[config.mk]
export PLATFORM = sky130hd
export DESIGN_NAME = axis_stream_sink
export DESIGN_NICKNAME = d
export VERILOG_FILES = /design/src/rtl/axis_stream_sink.sv
export SDC_FILE = /design/constraint.sdc
export NUM_CORES = 1
export LEC_CHECK = 0
export CAP_MARGIN = 20
export CORE_MARGIN = 3
export CORE_UTILIZATION = 30
export CTS_BUF_LIST = sky130_fd_sc_hd__clkbuf_4 sky130_fd_sc_hd__clkbuf_8 sky130_fd_sc_hd__clkbuf_16
export DETAILED_ROUTE_END_ITERATION = 10
export PLACE_DENSITY = 0.56
export REMOVE_ABC_BUFFERS = 1
export SYNTH_ARGS = -nofsm -noshare
export SYNTH_HDL_FRONTEND = slang
export SYNTH_SLANG_ARGS = --single-unit
[constraint.sdc]
create_clock -name S_AXIS_ACLK -period 6.4 [get_ports S_AXIS_ACLK]
set_input_delay 1.28 -clock S_AXIS_ACLK [delete_from_list [all_inputs] [get_ports S_AXIS_ACLK]]
set_output_delay 1.28 -clock S_AXIS_ACLK [all_outputs]
set_load 0.1 [all_outputs]
[src/rtl/axis_stream_sink.sv]
// AXI4-Stream single-frame sink: captures up to NUMBER_OF_INPUT_WORDS words,
// checks them against the generator's 1..N pattern and drains them through a pop port.
module axis_stream_sink #(
    parameter int C_S_AXIS_TDATA_WIDTH  = 32,
    parameter int NUMBER_OF_INPUT_WORDS = 8
) (
    input  logic                                       S_AXIS_ACLK,
    input  logic                                       S_AXIS_ARESETN,
    output logic                                       S_AXIS_TREADY,
    input  logic [C_S_AXIS_TDATA_WIDTH-1:0]            S_AXIS_TDATA,
    input  logic [C_S_AXIS_TDATA_WIDTH/8-1:0]          S_AXIS_TSTRB,
    input  logic                                       S_AXIS_TLAST,
    input  logic                                       S_AXIS_TVALID,
    input  logic                                       rd_en,
    output logic [C_S_AXIS_TDATA_WIDTH-1:0]            rd_data,
    output logic                                       rd_valid,
    output logic                                       frame_done,
    output logic [2:0]                                 frame_err,
    output logic [$clog2(NUMBER_OF_INPUT_WORDS+1)-1:0] word_count
);

    localparam int DW = C_S_AXIS_TDATA_WIDTH;
    localparam int SW = C_S_AXIS_TDATA_WIDTH / 8;
    localparam int PW = $clog2(NUMBER_OF_INPUT_WORDS + 1);
    localparam int AW = $clog2(NUMBER_OF_INPUT_WORDS);
    localparam logic [PW-1:0] LAST_IDX = PW'(NUMBER_OF_INPUT_WORDS - 1);

    typedef enum logic [1:0] {
        IDLE       = 2'd0,
        WRITE_FIFO = 2'd1,
        DRAIN      = 2'd2
    } state_t;

    state_t        state_r;
    state_t        state_nxt_s;

    logic [DW-1:0] mem_r [0:NUMBER_OF_INPUT_WORDS-1];
    logic [PW-1:0] wr_ptr_r;
    logic [PW-1:0] rd_ptr_r;
    logic [PW-1:0] word_count_r;
    logic [DW-1:0] rd_data_r;
    logic          rd_valid_r;
    logic          frame_done_r;
    logic [2:0]    frame_err_r;

    logic          tready_s;
    logic          start_s;
    logic          accept_s;
    logic          frame_end_s;
    logic          pop_s;
    logic          finish_s;
    logic [DW-1:0] exp_data_s;
    logic [2:0]    err_set_s;

    // Next-state and per-cycle control strobes
    always_comb begin
        state_nxt_s = state_r;
        tready_s    = 1'b0;
        start_s     = 1'b0;
        accept_s    = 1'b0;
        frame_end_s = 1'b0;
        pop_s       = 1'b0;
        finish_s    = 1'b0;
        case (state_r)
            IDLE: begin
                if (S_AXIS_TVALID) begin
                    start_s     = 1'b1;
                    state_nxt_s = WRITE_FIFO;
                end else begin
                    state_nxt_s = IDLE;
                end
            end
            WRITE_FIFO: begin
                tready_s = 1'b1;
                accept_s = S_AXIS_TVALID;
                // A frame ends on TLAST or when the buffer is full, whichever comes first
                if (accept_s && (S_AXIS_TLAST || (wr_ptr_r == LAST_IDX))) begin
                    frame_end_s = 1'b1;
                    state_nxt_s = DRAIN;
                end else begin
                    state_nxt_s = WRITE_FIFO;
                end
            end
            DRAIN: begin
                if (rd_ptr_r == word_count_r) begin
                    finish_s    = 1'b1;
                    state_nxt_s = IDLE;
                end else begin
                    pop_s       = rd_en;
                    state_nxt_s = DRAIN;
                end
            end
            default: begin
                state_nxt_s = IDLE;
            end
        endcase
    end

    assign exp_data_s   = DW'(wr_ptr_r) + DW'(1'b1);
    assign err_set_s[0] = accept_s && (S_AXIS_TDATA != exp_data_s);
    assign err_set_s[1] = accept_s && ((S_AXIS_TLAST && (wr_ptr_r < LAST_IDX)) ||
                                       (!S_AXIS_TLAST && (wr_ptr_r == LAST_IDX)));
    assign err_set_s[2] = accept_s && (S_AXIS_TSTRB != {SW{1'b1}});

    // State register
    always_ff @(posedge S_AXIS_ACLK or negedge S_AXIS_ARESETN) begin
        if (!S_AXIS_ARESETN) begin
            state_r <= IDLE;
        end else begin
            state_r <= state_nxt_s;
        end
    end

    // Pointers, status and read-port registers
    always_ff @(posedge S_AXIS_ACLK or negedge S_AXIS_ARESETN) begin
        if (!S_AXIS_ARESETN) begin
            wr_ptr_r     <= {PW{1'b0}};
            rd_ptr_r     <= {PW{1'b0}};
            word_count_r <= {PW{1'b0}};
            rd_data_r    <= {DW{1'b0}};
            rd_valid_r   <= 1'b0;
            frame_done_r <= 1'b0;
            frame_err_r  <= 3'b000;
        end else begin
            rd_valid_r <= 1'b0;
            if (start_s) begin
                word_count_r <= {PW{1'b0}};
                frame_err_r  <= 3'b000;
            end else if (accept_s) begin
                wr_ptr_r     <= wr_ptr_r + PW'(1'b1);
                word_count_r <= word_count_r + PW'(1'b1);
                frame_err_r  <= frame_err_r | err_set_s;
            end
            if (frame_end_s) begin
                frame_done_r <= 1'b1;
            end
            if (pop_s) begin
                rd_data_r  <= mem_r[rd_ptr_r[AW-1:0]];
                rd_valid_r <= 1'b1;
                rd_ptr_r   <= rd_ptr_r + PW'(1'b1);
            end
            if (finish_s) begin
                frame_done_r <= 1'b0;
                wr_ptr_r     <= {PW{1'b0}};
                rd_ptr_r     <= {PW{1'b0}};
            end
        end
    end

    // Frame buffer; contents are only meaningful below word_count, so no reset
    always_ff @(posedge S_AXIS_ACLK) begin
        if (accept_s) begin
            mem_r[wr_ptr_r[AW-1:0]] <= S_AXIS_TDATA;
        end
    end

    assign S_AXIS_TREADY = tready_s;
    assign rd_data       = rd_data_r;
    assign rd_valid      = rd_valid_r;
    assign frame_done    = frame_done_r;
    assign frame_err     = frame_err_r;
    assign word_count    = word_count_r;

endmodule
==> results by group, run 1 <==
Status
  – Status: complete, no violations

Clocking
  – Clock Latency Late Sink: roughly 540 ps
  – CTS sink cnt: between 300 and 400
  – Resized cells post-CTS: 0
  – Hold Buf Count CTS: 0
  – Max Root-Sink Buffers: 3
  – Reg clk slew, reported paths: 70 ps
  – Clock root buffer: clkbuf_16
  – Number of clock buffers inserted by TritonCTS: 31
  – TritonCTS clock tree: done
  – Post-CTS setup buffers: 0
  – Max H-tree Level: 1

Global route
  – Number of global-route vias before repair: approximately 6300
  – Largest net degree at the start of global routing: 69
  – Grt met1 use: 0.1605
  – Initial antenna violation count: 0
  – Global routing's busiest layer: met2
  – Total track usage: 0.1164
  – First-pass GRT wire length: 37990 um
  – M3 GR Usage: 0.01724
  – Overflow after GRT: 0
  – GRT met2 Usage: 0.1954

Power
  – Clock power share: 0.255
  – P_leak: ~0.0049 uW
  – Sequential Power Share: 0.379
  – Internal cell power: between 4000 and 5000 uW
  – Pwr/cell area: 491.2 nW/um^2
  – Combinational Power Share: 0.366
  – Switching part of the total: 0.3739
  – Net switching power: roughly 2700 uW
  – IR Drop Worst-Case VDD: between 0.15 and 0.2 mV

Critical path
  – Worst path max stage delay: between 1000 and 1500 ps
  – Critical path class: flip-flop to output pin
  – Worst path slowest cell: clkdlybuf4s50_1
  – Startpoint type of the worst setup path: flip-flop
  – Critical Path AT: between 2000 and 2500 ps
  – Worst-path maximum fanout: 8
  – Crit path cell chain: inv_1, nor2_1, clkdlybuf4s50_1
  – Type of element capturing the critical path: output pin
  – WP data required: just over 5000 ps

Placement
  – Setup slack at placement: between 2000 and 2500 ps
  – DPL Wire Length: 14610 um
  – RePlAce Congestion: 0.7193
  – Port bufs: 82

Run
  – Max-Cap Viols: 0

Floorplanning
  – Die area: around 42000 um^2
  – I/O pins: 83
  – Die H: between 200 and 250 um
  – Core box area: a little under 40000 um^2
  – Die width: 205.8 um
  – Row count: 72
  – Initial core utilization: 0.3070

STA
  – Hold Violations, Final: 0
  – WHS: around 500 ps
  – Slew HR: 0.3055
  – Final period utilization: 0.5885
  – Final Critical Period: 3766 ps
  – RSZ-0062 raised after global routing: no
  – Final setup fails: 0
  – Slew at the pin closest to its max-slew limit: between 1000 and 1500 ps
  – Setup Skew: approximately 21 ps
  – Sum of negative setup slack: 0 ps
  – Fmax: ~270 MHz
  – Max-slew violations: 0
  – Final setup margin: about 2600 ps

Detailed routing
  – Post-Route WL: 24500 um
  – Vias: 5874
  – Vias per cell: about 4.6
  – DRC viols: 0
  – Post-route ant nets: 0
  – Mean routed wirelength per cell: a little under 20 um
  – Drt first pass iters: 4
  – Initial DRC Count: ~330

Synth
  – Syn Area/Cell: ~19 um^2
  – Synth warnings: 0
  – Cell with the most instances after synthesis: edfxtp_1
  – Sequential cell area fraction in the yosys report: 0.7486
  – Mapped Cells: 638
  – Yosys reg bits: between 300 and 400
  – Top_reg_cell synth: edfxtp_1
  – Synth unique cells: 40
  – Synth async-reset ratio: 0.1661
  – Commonest cells post-synth: 256 x edfxtp_1, 111 x nand2_1, 64 x mux4_2, 51 x dfrtp_1, 32 x mux2_2
  – Top post-synthesis cells by area: edfxtp_1 64%, mux4_2 12%, dfrtp_1 11%
  – Cell area after synthesis: roughly 12000 um^2
  – Post-synth EDFFs: 256
  – Top-area cell type share of the netlist area: 0.6420
  – Dominant cell type by area after synthesis: edfxtp_1

Cells and area
  – # diodes: 0
  – Fill count: between 3000 and 4000
  – Fin nets: slightly below 800
  – Area Growth Syn to Fin: 20.71%
  – Share of layout cells above drive strength 1: 0.2282

Min path
  – Tightest Hold Check Type: flip-flop to flip-flop
[flip-flops by register name, indices dropped and copies added (netlist names)]
name,count
word_count,4
rd_valid,1
frame_err,3
state_r,2
frame_done,1
rd_data,32
rd_ptr_r,4
mem_r,256
wr_ptr_r,4
[layer usage]
layer	wire length (um)	part of all wire
met1	10990	0.45
met2	12150	0.50
met3	835	0.034
met4	534	0.022
met5	0	0
[through the flow]
step,instance area [um^2],std cells,util,total power [uW]
floorplan,11780,606,-,4678
detailed placement,13420,1219,0.3441,5388
finish,14450,1276,0.3705,7100
global placement,13380,1217,0.3431,5365
global route,14450,1276,0.3705,7459
CTS,14450,1276,0.3705,7224
[critical path: cells and delay by family, from the launching register on]
family / cells / cell delay (ps)
simple gates: 1 / 150
buf+inv: 2 / 1330
flops: 1 / 460
[power groups by stage]
stage	sequential [uW]	combinational [uW]	clock [uW]
6_report	2690	2600	1810
5_1_grt	2740	2780	1940
4_1_cts	2700	2650	1870
3_5_place_dp	2740	2640	0
3_3_place_gp	2740	2630	0
2_1_floorplan	3670	1010	0
[placed cells by master, fill, tap and decap left out, types with 6 or more instances in the layout]
| cell | netlist | routed |
|---|---|---|
| nor2_1 | 11 | 8 |
| clkinv_1 | 1 | 8 |
| mux2_2 | 32 | 32 |
| xnor2_1 | 8 | 8 |
| nand2_1 | 111 | 111 |
| a21oi_1 | 7 | 7 |
| dfrtp_1 | 51 | 49 |
| edfxtp_1 | 256 | 256 |
| nor4_1 | 8 | 7 |
| buf_4 | 3 | 11 |
| o21ai_0 | 7 | 7 |
| mux4_2 | 64 | 64 |
| clkbuf_4 | 0 | 6 |
| clkdlybuf4s50_1 | 0 | 81 |
| clkbuf_16 | 0 | 31 |
[worst paths after layout]
path / startpoint / slack [ps] / end / depth (start not counted)
max in group asynchronous: S_AXIS_ARESETN / 4940 / rd_ptr_r[0] / 2
min in group asynchronous: S_AXIS_ARESETN / 890 / rd_data[30] / 2
worst min-delay path: frame_err[1] / 500 / frame_err[1] / 1
worst max-delay path: state_r[0] / 2630 / S_AXIS_TREADY / 3
worst max register to register: rd_ptr_r[2] / 3460 / rd_data[12] / 5
worst min register to register: frame_err[1] / 500 / frame_err[1] / 1
[logic make-up after synthesis]
logic type                 count (synthesis)  share of synthesized area
DFF                                      307                     0.7486
muxes                                     98                     0.1521
AOI/OAI and AO/OA                         25                    0.01275
xor gates and xnor gates                  11                   0.008047
adders and majority gates                  3                   0.003135
buffers and inverters                     38                    0.01797
and+or+nand+nor                          156                    0.05737
[layout make-up]
cell class / instances / area (um^2) / area share
Sequential cell: 307 / 8969 / 0.6205
Timing Repair Buffer: 95 / 938.4 / 0.06492
Inverter: 6 / 22.52 / 0.001558
Tap cell: 518 / 648.1 / 0.04484
Multi-Input combinational cell: 293 / 2844 / 0.1968
Clock inverter: 19 / 197.7 / 0.01368
Clock buffer: 38 / 834.6 / 0.05774
No activity file was read; power rests on OpenSTA's default activity.
==> inputs of run 2 (changes only) <==
Clock period 6.4 ns to 3.64 ns, I/O delays scaled along.
==> run 2 against run 1 <==
Net effect:
- critical path depth is 2 lower
- flip-flop and latch count stayed put
- cell area is 0.24% higher
- sequential power is 72% higher
- via count is 0.61% lower
- die area stayed put
- first-iteration DRC count is 18% higher
- final cell count is 0.55% higher
- global-route usage is 0.27 points higher
- clock-buffer cell count is 2 lower
- largest cell class unchanged
- highest routed layer unchanged
==> results by group, run 2 (synthesis results as in run 1) <==
Placement
  – DPL Wire Length: 15030 um (+2.9%)
  – Port bufs: 82 (unchanged)
  – RePlAce Congestion: 0.7266 (+1.0%)
  – DP Cell Count: 1225 (+0.49%)

Global route
  – Initial antenna violation count: 0 (unchanged)
  – Largest net degree at the start of global routing: 69 (unchanged)
  – Number of global-route vias before repair: 6221 (-0.73%)
  – Total track usage: 0.1192 (+0.002721)
  – Overflow after GRT: 0 (unchanged)
  – First-pass GRT wire length: 38450 um (+1.2%)

Critical path
  – Worst path slowest cell: clkdlybuf4s50_1
  – Crit path cell chain: clkdlybuf4s50_1
  – Critical path class: flip-flop to output pin
  – R2R Path End: rd_data[12]
  – Critical Path AT: 2220 ps (-270 ps)
  – Family with the most delay on the worst path: buffers and inverters
  – R2r setup slk: 1350 ps (-2110 ps)
  – Startpoint type of the worst setup path: flip-flop
  – Worst-path maximum fanout: 6 (-2)
  – RR Startpoint: rd_ptr_r[2]
  – Crit path launch: word_count[0]
  – WP data required: 2910 ps (-2210 ps)
  – Type of element capturing the critical path: output pin
  – FF-to-FF path depth: 5 (unchanged)
  – Crit path capture: word_count[0]
  – WP depth: 1 (-2)
  – Worst path max stage delay: 1180 ps (+40 ps)
  – Worst path bufs/invs: 1 (-1)

Clocking
  – TritonCTS clock tree: done
  – Resized cells post-CTS: 0 (unchanged)
  – Hold Buf Count CTS: 0 (unchanged)
  – Number of clock buffers inserted by TritonCTS: 31 (unchanged)
  – CTS sink cnt: 307 (unchanged)
  – Post-CTS setup buffers: 0 (unchanged)
  – Clock root buffer: clkbuf_16
  – Clock Latency Late Sink: 570 ps (+30 ps)
  – Max Root-Sink Buffers: 3 (unchanged)
  – Max H-tree Level: 1 (unchanged)
  – Reg clk slew, reported paths: 60 ps (about the same)

STA
  – Fmax: roughly 340 MHz
  – RSZ-0062 raised after global routing: no
  – Final Critical Period: between 2000 and 3000 ps
  – Final period utilization: 0.8093
  – WHS: 217.6 ps (-282.2 ps)
  – Final setup fails: 0 (unchanged)
  – Max-slew violations: 0 (unchanged)
  – Slew HR: 0.3359 (+0.03044)
  – Hold Violations, Final: 0 (unchanged)
  – Sum of negative setup slack: 0 ps (unchanged)
  – Setup Skew: 22.14 ps (+1.490 ps)
  – Slew at the pin closest to its max-slew limit: 993.0 ps (-48.77 ps)

Min path
  – Tightest Hold Check Type: primary input to async pin

Floorplanning
  – Die area: 42350 um^2 (unchanged)
  – Core box area: 39010 um^2 (unchanged)
  – Initial core utilization: 0.3070 (unchanged)
  – I/O pins: 83 (unchanged)
  – Die H: 205.8 um (unchanged)
  – Die width: 205.8 um (unchanged)
  – Row count: 72 (unchanged)

Detailed routing
  – Vias: 5838 (-0.61%)
  – Mean routed wirelength per cell: 19.40 um (+1.1%)
  – Vias per cell: 4.550 (-1.2%)
  – DRC viols: 0 (unchanged)
  – Initial DRC Count: 387 (+18%)
  – Post-Route WL: 24900 um (+1.6%)
  – Drt first pass iters: 6 (+2)
  – Post-route ant nets: 0 (unchanged)

Cells and area
  – Largest register FFs: 256 (unchanged)
  – Area Growth Syn to Fin: 21.00%
  – Commonest cells after routing, fill and taps aside: 256 x edfxtp_1, 111 x nand2_1, 78 x clkdlybuf4s50_1
  – Fin cells: 1283 (+0.55%)
  – Share of layout cells above drive strength 1: 0.2405 (+0.01229)
  – Final Util: 0.3714 (+0.0008990)
  – Fin nets: 784 (+0.77%)
  – # diodes: 0 (unchanged)
  – Most common cell after layout, fill and taps aside: edfxtp_1
  – Fill count: 3582 (+0.22%)

Power
  – Pwr/cell area: 856.6 nW/um^2 (+74%)
  – P_leak: 0.004934 uW (+0.67%)
  – IR Drop Worst-Case VDD: 0.3590 mV (+82%)

Run
  – Max-Cap Viols: 0 (unchanged)

Status
  – Status: complete, no violations
run 2: layer usage:
layer,routed length [um],global-route usage,vias to the layer above
met5,0,0,-
met4,384,0.02594,0
met2,12460,0.2051,98
met3,1032,0.02136,36
met1,11020,0.1586,3012
li1,-,-,2692
run 2: area by class of cell:
| class | instances | area, um^2 | area share |
|---|---|---|---|
| multi-input combinational | 293 | 2844 | 0.1963 |
| clock buffer | 36 | 813.3 | 0.05613 |
| timing repair buffer | 101 | 1013 | 0.06995 |
| sequential | 307 | 8969 | 0.6190 |
| tap | 518 | 648.1 | 0.04473 |
| clock inverter | 22 | 178.9 | 0.01235 |
| inverter | 6 | 22.52 | 0.001554 |
run 2: metrics by stage:
step / total power, uW / area [um^2] / setup WS [ps]
after floorplan: 8225 / 11780 / -1201
after global placement: 9479 / 13500 / 812.0
after detailed placement: 9514 / 13500 / 755.5
after CTS: 12610 / 14490 / 659.6
after global routing: 13040 / 14490 / 605.8
final: 12410 / 14490 / 694.2
run 2: power by group:
group / leakage [uW] / internal [uW] / switching (uW)
clock: 0.000493 / 1750 / 1330
combinational: 0.00150 / 1580 / 3120
sequential: 0.00294 / 4350 / 285
run 2: worst min-delay path by stage:
stage | endpoint | slack, ps | cells past startpoint
6_report | rd_data[31] | 220 | 1
5_1_grt | rd_data[31] | 270 | 1
4_1_cts | rd_data[31] | 240 | 1
3_5_place_dp | frame_err[2] | 490 | 1
2_1_floorplan | frame_done | 430 | 0
3_3_place_gp | frame_err[2] | 480 | 1
